===== src/rtl/hyp_isqrt_if.sv =====
// Handshake bundle for hyp_isqrt: radicand in over valid/ready, root/remainder out over valid/ready.
interface hyp_isqrt_if #(
    parameter int IN_W  = 17,
    parameter int OUT_W = (IN_W + 1) / 2
);
    logic             in_valid;
    logic             in_ready;
    logic [IN_W-1:0]  radicand;
    logic             out_valid;
    logic             out_ready;
    logic [OUT_W-1:0] root;
    logic [OUT_W:0]   rem;

    modport master (
        output in_valid, radicand, out_ready,
        input  in_ready, out_valid, root, rem
    );

    modport slave (
        input  in_valid, radicand, out_ready,
        output in_ready, out_valid, root, rem
    );
endinterface


===== src/rtl/hyp_isqrt.sv =====
// Sequential digit-by-digit integer square root, one root bit per clock.
// Define HYP_ISQRT_ROUND_EN to round the root to nearest (remainder stays truncated).
module hyp_isqrt #(
    parameter int IN_W  = 17,
    parameter int OUT_W = (IN_W + 1) / 2
) (
    input logic        clk,
    input logic        rst,
    hyp_isqrt_if.slave bus
);
    localparam int X_W   = 2 * OUT_W;
    localparam int R_W   = OUT_W + 2;
    localparam int CNT_W = (OUT_W > 1) ? $clog2(OUT_W) : 1;

    typedef enum logic [1:0] {IDLE, CALC, DONE} state_t;

    state_t           state_q;
    logic [X_W-1:0]   x_q;
    logic [R_W-1:0]   r_q;
    logic [OUT_W-1:0] q_q;
    logic [CNT_W-1:0] cnt_q;
    logic [OUT_W-1:0] root_q;
    logic [OUT_W:0]   rem_q;
    logic             in_ready_q;
    logic             out_valid_q;

    logic [R_W-1:0]   r_shift;
    logic [R_W-1:0]   trial;
    logic [R_W-1:0]   r_d;
    logic [OUT_W-1:0] q_d;
    logic [OUT_W-1:0] root_d;
    logic             fits;

    always_comb begin
        r_shift = {r_q[R_W-3:0], x_q[X_W-1 -: 2]};
        trial   = {q_q, 2'b01};
        fits    = (r_shift >= trial);
        r_d     = fits ? (r_shift - trial) : r_shift;
        q_d     = (q_q << 1) | OUT_W'(fits);
        root_d  = q_d;
`ifdef HYP_ISQRT_ROUND_EN
        // Round up when x lies past the midpoint (s+0.5)^2, i.e. rem > s; saturate at all-ones.
        if ((r_d > R_W'(q_d)) && (q_d != '1)) begin
            root_d = q_d + OUT_W'(1);
        end
`endif
    end

    always_ff @(posedge clk) begin
        if (rst) begin
            state_q     <= IDLE;
            x_q         <= '0;
            r_q         <= '0;
            q_q         <= '0;
            cnt_q       <= '0;
            root_q      <= '0;
            rem_q       <= '0;
            in_ready_q  <= 1'b0;
            out_valid_q <= 1'b0;
        end else begin
            case (state_q)
                IDLE: begin
                    if (!in_ready_q) begin
                        in_ready_q <= 1'b1;
                    end else if (bus.in_valid) begin
                        x_q        <= X_W'(bus.radicand);
                        r_q        <= '0;
                        q_q        <= '0;
                        cnt_q      <= CNT_W'(OUT_W - 1);
                        in_ready_q <= 1'b0;
                        state_q    <= CALC;
                    end
                end
                CALC: begin
                    x_q   <= x_q << 2;
                    r_q   <= r_d;
                    q_q   <= q_d;
                    cnt_q <= cnt_q - CNT_W'(1);
                    if (cnt_q == '0) begin
                        root_q      <= root_d;
                        rem_q       <= r_d[OUT_W:0];
                        out_valid_q <= 1'b1;
                        state_q     <= DONE;
                    end
                end
                DONE: begin
                    if (bus.out_ready) begin
                        out_valid_q <= 1'b0;
                        in_ready_q  <= 1'b1;
                        state_q     <= IDLE;
                    end
                end
                default: state_q <= IDLE;
            endcase
        end
    end

    assign bus.in_ready  = in_ready_q;
    assign bus.out_valid = out_valid_q;
    assign bus.root      = root_q;
    assign bus.rem       = rem_q;
endmodule


===== src/flat_wrapper.sv =====
// flat-port wrapper written by rule: the top's interface ports become plain ports
module hyp_isqrt_flat 
#(
    parameter int IN_W  = 17,
    parameter int OUT_W = (IN_W + 1) / 2
)
  (clk, rst, bus_in_valid, bus_radicand, bus_out_ready, bus_in_ready, bus_out_valid, bus_root, bus_rem);
  hyp_isqrt_if #(.IN_W(IN_W), .OUT_W(OUT_W)) bus_i ();
  input logic clk;
  input logic rst;
  input wire logic [$bits(bus_i.in_valid)-1:0] bus_in_valid;
  input wire logic [$bits(bus_i.radicand)-1:0] bus_radicand;
  input wire logic [$bits(bus_i.out_ready)-1:0] bus_out_ready;
  output wire logic [$bits(bus_i.in_ready)-1:0] bus_in_ready;
  output wire logic [$bits(bus_i.out_valid)-1:0] bus_out_valid;
  output wire logic [$bits(bus_i.root)-1:0] bus_root;
  output wire logic [$bits(bus_i.rem)-1:0] bus_rem;
  assign bus_i.in_valid = bus_in_valid;
  assign bus_i.radicand = bus_radicand;
  assign bus_i.out_ready = bus_out_ready;
  assign bus_in_ready = bus_i.in_ready;
  assign bus_out_valid = bus_i.out_valid;
  assign bus_root = bus_i.root;
  assign bus_rem = bus_i.rem;
  hyp_isqrt #(.IN_W(IN_W), .OUT_W(OUT_W)) u_core (.clk(clk), .rst(rst), .bus(bus_i));
endmodule

===== config.mk =====
export PLATFORM = sky130hd
export DESIGN_NAME = hyp_isqrt_flat
export DESIGN_NICKNAME = d
export VERILOG_FILES = /design/src/rtl/hyp_isqrt_if.sv /design/src/rtl/hyp_isqrt.sv /design/src/flat_wrapper.sv
export SDC_FILE = /design/constraint.sdc
export NUM_CORES = 1
export LEC_CHECK = 0
export BUFFER_PORTS_ARGS = -buffer_cell sky130_fd_sc_hd__buf_2
export CAP_MARGIN = 20
export CORE_ASPECT_RATIO = 0.6
export CORE_UTILIZATION = 60
export CTS_BUF_LIST = sky130_fd_sc_hd__clkbuf_8
export DETAILED_ROUTE_END_ITERATION = 10
export GPL_TIMING_DRIVEN = 1
export PLACE_DENSITY = 0.82
export REMOVE_ABC_BUFFERS = 1
export SYNTH_ARGS = -nofsm -noshare
export SYNTH_HDL_FRONTEND = slang
export SYNTH_SLANG_ARGS = --single-unit

===== constraint.sdc =====
create_clock -name clk -period 5.4 [get_ports clk]
set_input_delay 0.27 -clock clk [delete_from_list [all_inputs] [get_ports clk]]
set_output_delay 0.27 -clock clk [all_outputs]
set_load 0.05 [all_outputs]

Word level (Yosys, flattened, before mapping)
Index checks and enable logic that the tools add are counted.
- register bits: 63
- input port bits: 21
- output and inout bits: 21
- logic and storage cells: 54
- $add $sub $neg: 2
- order comparisons: 1
- eq/ne operators: 6
- multiplexer cells: 25
- bitwise logic cells: 1
- reductions and logical operators: 10
- operator list (kind ; count):
    $mux 18 ; 2
    $mux 9 ; 4
    $pmux 18 s2 ; 1
    $pmux 9 s2 ; 2
    $ge 11x11->1 ; 1
    $mux 10 ; 1
    $sub 10x10->10 ; 1
    $or 9x1->9 ; 1
    $mux 2 ; 4
    $mux 4 ; 2
    $pmux 4 s2 ; 1
    $pmux 2 s3 ; 1
    $reduce_and 3->1 ; 2
    $reduce_bool 2->1 ; 3
    $mux 1 ; 5
    $logic_not 4->1 ; 1
    $ne 2x1->1 const B ; 2
    $ne 2x2->1 const B ; 2
    $pmux 1 s2 ; 2
    $reduce_and 2->1 ; 2
    $reduce_and 4->1 ; 1
    $sub 4x1->4 const B ; 1
    $eq 2x1->1 const B ; 1
    $eq 2x2->1 const B ; 1
    $logic_not 2->1 ; 1

Longest topological paths before layout
- depth after elaboration: 3
- depth in mapped cells: 11
- depth with buffers taken out: 8

Worst setup path after synthesis
Ideal clock, no wire load.
- path type: register -> register
- from: register u_core.q_q[4]
- to: register u_core.r_q[5]
- data arrival time: 2.210 ns
- required time: 5.283 ns
- setup slack: 3.072 ns
- stages on the path, launching flop included: 10
- buffers on the path: 2
- period minus slack after synthesis: 2.328 ns
- path through: dfxtp_1 > inv_1 > ha_1 > buf_6 > a21o_4 > o2111a_1 > o211a_1 > buf_6 > or3_1 > a32o_1
- cells in the longest elaborated chain, start to end: 3
- ends and longest elaborated chain (element ; line ; RTL):
    start, declared ; hyp_isqrt.sv:20 ; logic [OUT_W-1:0] q_q;
    start signal, assigned ; hyp_isqrt.sv:77 ; q_q <= q_d;
    $ge 11x11->1 ; hyp_isqrt.sv:37 ; fits = (r_shift >= trial);
    $mux 10 ; hyp_isqrt.sv:38 ; r_d = fits ? (r_shift - trial) : r_shift;
    $pmux 9 s2 ; hyp_isqrt.sv:61 ; case (state_q)
    end signal, assigned ; hyp_isqrt.sv:76 ; r_q <= r_d;
    end, declared ; hyp_isqrt.sv:19 ; logic [R_W-1:0] r_q;
Every way passes these cells.
A chain may end at the register's enable or synchronous reset.

Worst setup path in the final report
- from: register u_core.q_q[4]
- to: register u_core.r_q[8]
- cells in the longest elaborated chain, start to end: 3
- ends and longest elaborated chain (element ; line):
    $sub 10x10->10 or $ge 11x11->1 (tied branches) ; hyp_isqrt.sv:38, hyp_isqrt.sv:37
    $mux 10 * ; hyp_isqrt.sv:38
    $pmux 9 s2 * ; hyp_isqrt.sv:61
Every way passes the cells marked *; elsewhere a longest branch is shown, timed or not.

==> impl_metrics.ini <==
[place]
portBuffers = 41
globalplace.congestion = 0.9607
post-place-ws_ns = 2.495
dpl.hpwl_um = 4794

[synth]
syn_area_per_cell_um2 = 8.444
synth_top_cells_by_area = dfxtp_1, nor2_1, ha_1, a222oi_1, nand2_1
synth-seq-cells = 63
ys.flop_type = dfxtp_1
synth_cell_types = 48
synth_top_cell_area_share_pct = 41.26
ys_top_cells_by_count = dfxtp_1, nor2_1, nand2_1
syn_area_um2 = 3057
synth_warnings = 0
synth-async-reset-ratio_pct = 0
post-synth-top-count-cell = dfxtp_1
yosysTopAreaCell = dfxtp_1
synthCells = 362
synth_edf_count = 0
yosysSeqAreaShare_pct = 41.26

[floorplanning]
num_rows = 19
initial_core_util_pct = 64.61
die_w_um = 94.15
die_area_um2 = 5393
die_y_um = 57.29
coreArea_um2 = 4731
ios = 42

[final_layout]
diodes = 0
layout-drive-gt1-share_pct = 16.41
final_nets = 426
layout-area-overhead-vs-synth_pct = 13.47

[global_route]
grt.overflow.total = 0
grt_pass1_vias = 2583
antenna_found_initial = 0
grt_start_max_net_pins = 61
grt_pass1_wl_um = 12210
grt_usage_pct = 29.71

[route]
drt-initial-drc-count = 232
highest_layer = met4
wl_met1_um = 3456
ant_nets = 0
dr.pass1.iters = 9
avgRoutedWirePerCell_um = 16.03
wl_met3_um = 681
wl_um = 7359
met2_length_um = 3102
viasPerCell = 6.316
vias = 2899
drc_errors = 0

[power]
p_int_mw = 1.034
sw_frac_of_total_pct = 40.79
p_leak_nw = 1.382
powerDensity_nw_per_um2 = 503.5
combPwrFrac_pct = 42.9
seqPwrFrac_pct = 31.5
power_switching_mw = 0.7123
irDropWorstVdd_v = 0.0002661
power.share.clock_pct = 25.6

[cts]
clockRootBuffer = clkbuf_8
ctsHoldBuffers = 0
cts-resized-gates = 0
post_cts_buffers = 0
cts_made_buffers = 9
cts_tree = done
cts_max_path_buffers = 2
clk_latency_ns = 0.36
cts.clk_slew.worst_paths_ns = 0.06
cts_max_level = 3
cts_sinks = 63

[setup_path]
critical_path.max_fanout = 14
endpoint_kind = flop
critPathRequiredTime_ns = 5.67
critPathKind = flop to flop
worst_ep_arrival_time_ns = 3.33
cp-start-kind = flop
worstRegToRegCells = 7

[status]
status = completed

[timing]
finalCriticalPeriod_ns = 3.059
holdWs_ns = 0.1572
fin_crit_sh_pct = 56.65
tightest_slew_ns = 1.079
fin_setup_tns_ns = 0
setup_ws_ns = 2.341
clock_skew_ns = 0.007335
rsz0062_at_grt = no
drv_slew = 0
finalSetupViolCount = 0
fmax_mhz = 326.9
hold_viol_final = 0
relSlewSlack_pct = 27.76

[run]
maxCapViolCount = 0

[worst_hold_path]
hold_depth = 3
hp-class = input pin to flop
==> layout make-up <==
cell class              count  area (um2)
inverters                  14       52.55
flip-flops and latches     63        1261
multi-input cells         258        1622
clock inverters             5       73.82
well taps                  63       78.83
clock buffers              10       137.6
repair buffers             46       242.7
fillers                   364        1262
==> registers in the layout (all words and copies together) (netlist names) <==
name and flops:
u_core.cnt_q 4, u_core.x_q 18, u_core.q_q 9, u_core.bus.rem 10, u_core.state_q 2, u_core.bus.out_valid 1, u_core.bus.root 9, u_core.bus.in_ready 1
u_core.r_q 9
==> stage by stage <==
step / utilization [%] / cells / power, mW / instance area (um2)
after CTS: 73.16 / 458 / 1.723 / 3461
after detailed placement: 68.69 / 443 / 1.268 / 3249
after floorplan: - / 335 / 1.091 / 2935
after global placement: 68.69 / 443 / 1.250 / 3249
final: 73.31 / 459 / 1.746 / 3468
after global routing: 73.31 / 459 / 1.842 / 3468
==> placed cells by master, fill, tap and decap left out, drive strengths merged, types with 2 or more instances in the layout <==
| master | synthesis | final |
|---|---|---|
| nor2 | 51 | 51 |
| clkbuf | 21 | 10 |
| nand2 | 33 | 33 |
| a32o | 5 | 5 |
| a311oi | 5 | 5 |
| a22oi | 11 | 11 |
| bufinv | 0 | 2 |
| nand3b | 4 | 4 |
| a222oi | 14 | 14 |
| inv | 14 | 15 |
| buf | 6 | 46 |
| xor2 | 3 | 3 |
| xnor2 | 3 | 3 |
| dfxtp | 63 | 63 |
| o21ai | 21 | 21 |
| a31oi | 2 | 2 |
| mux2i | 2 | 2 |
| nor4 | 3 | 3 |
| a21o | 4 | 4 |
| and3 | 3 | 3 |
| o211a | 2 | 2 |
| o31a | 3 | 3 |
| clkinv | 0 | 2 |
| a211oi | 2 | 2 |
| a21oi | 23 | 23 |
| nand4 | 2 | 2 |
| nor2b | 3 | 3 |
| o211ai | 12 | 12 |
| nand2b | 4 | 4 |
| nand3 | 8 | 8 |
| ha | 13 | 13 |
| or3 | 5 | 5 |
| nor3 | 7 | 7 |
==> final timing paths <==
path         slack [ns]                            start                         endpoint
max reg2reg        2.34       u_core.q_q[4]$_SDFFE_PP0P_       u_core.r_q[8]$_SDFFE_PP0P_
min                0.16                  bus_radicand[0]       u_core.x_q[0]$_SDFFE_PP0P_
max                2.34       u_core.q_q[4]$_SDFFE_PP0P_       u_core.r_q[8]$_SDFFE_PP0P_
min reg2reg        0.45  u_core.bus.root[8]$_SDFFE_PP0P_  u_core.bus.root[8]$_SDFFE_PP0P_
==> layer usage <==
layer / track usage [%] / vias up
li1: - / 1389
met3: 10.93 / 19
met2: 41.93 / 141
met1: 41.24 / 1350
met5: 0 / -
met4: 11.43 / 0
==> cells by family (layout without fill, tap and decap cells) <==
logic type	Yosys count	in the layout	share of synthesized area [%]
multiplexers	2	2	0.6550
AND/OR/NAND/NOR	127	127	19.12
AO/OA/AOI/OAI	110	110	26.24
XOR/XNOR	6	6	1.720
adder cells (fa/ha/maj)	13	13	5.321
buffers and inverters	41	75	5.690
flip-flops	63	63	41.26
==> power by group through the flow <==
stage | Clock [mW] | Sequential [mW] | Combinational [mW]
after floorplan | 0 | 0.596 | 0.495
after global placement | 0 | 0.557 | 0.693
after detailed placement | 0 | 0.559 | 0.710
after CTS | 0.453 | 0.549 | 0.721
after global routing | 0.475 | 0.555 | 0.812
final | 0.448 | 0.550 | 0.748
==> critical path: stages (launching register included) <==
cell	delay [ns]
dfxtp_1	0.36
inv_1	0.06
ha_1	0.41
a21o_4	0.28
o2111a_1	0.27
o211ai_1	0.87
nand2_1	0.41
o211ai_1	0.29
No activity file was read; power rests on OpenSTA's default activity.
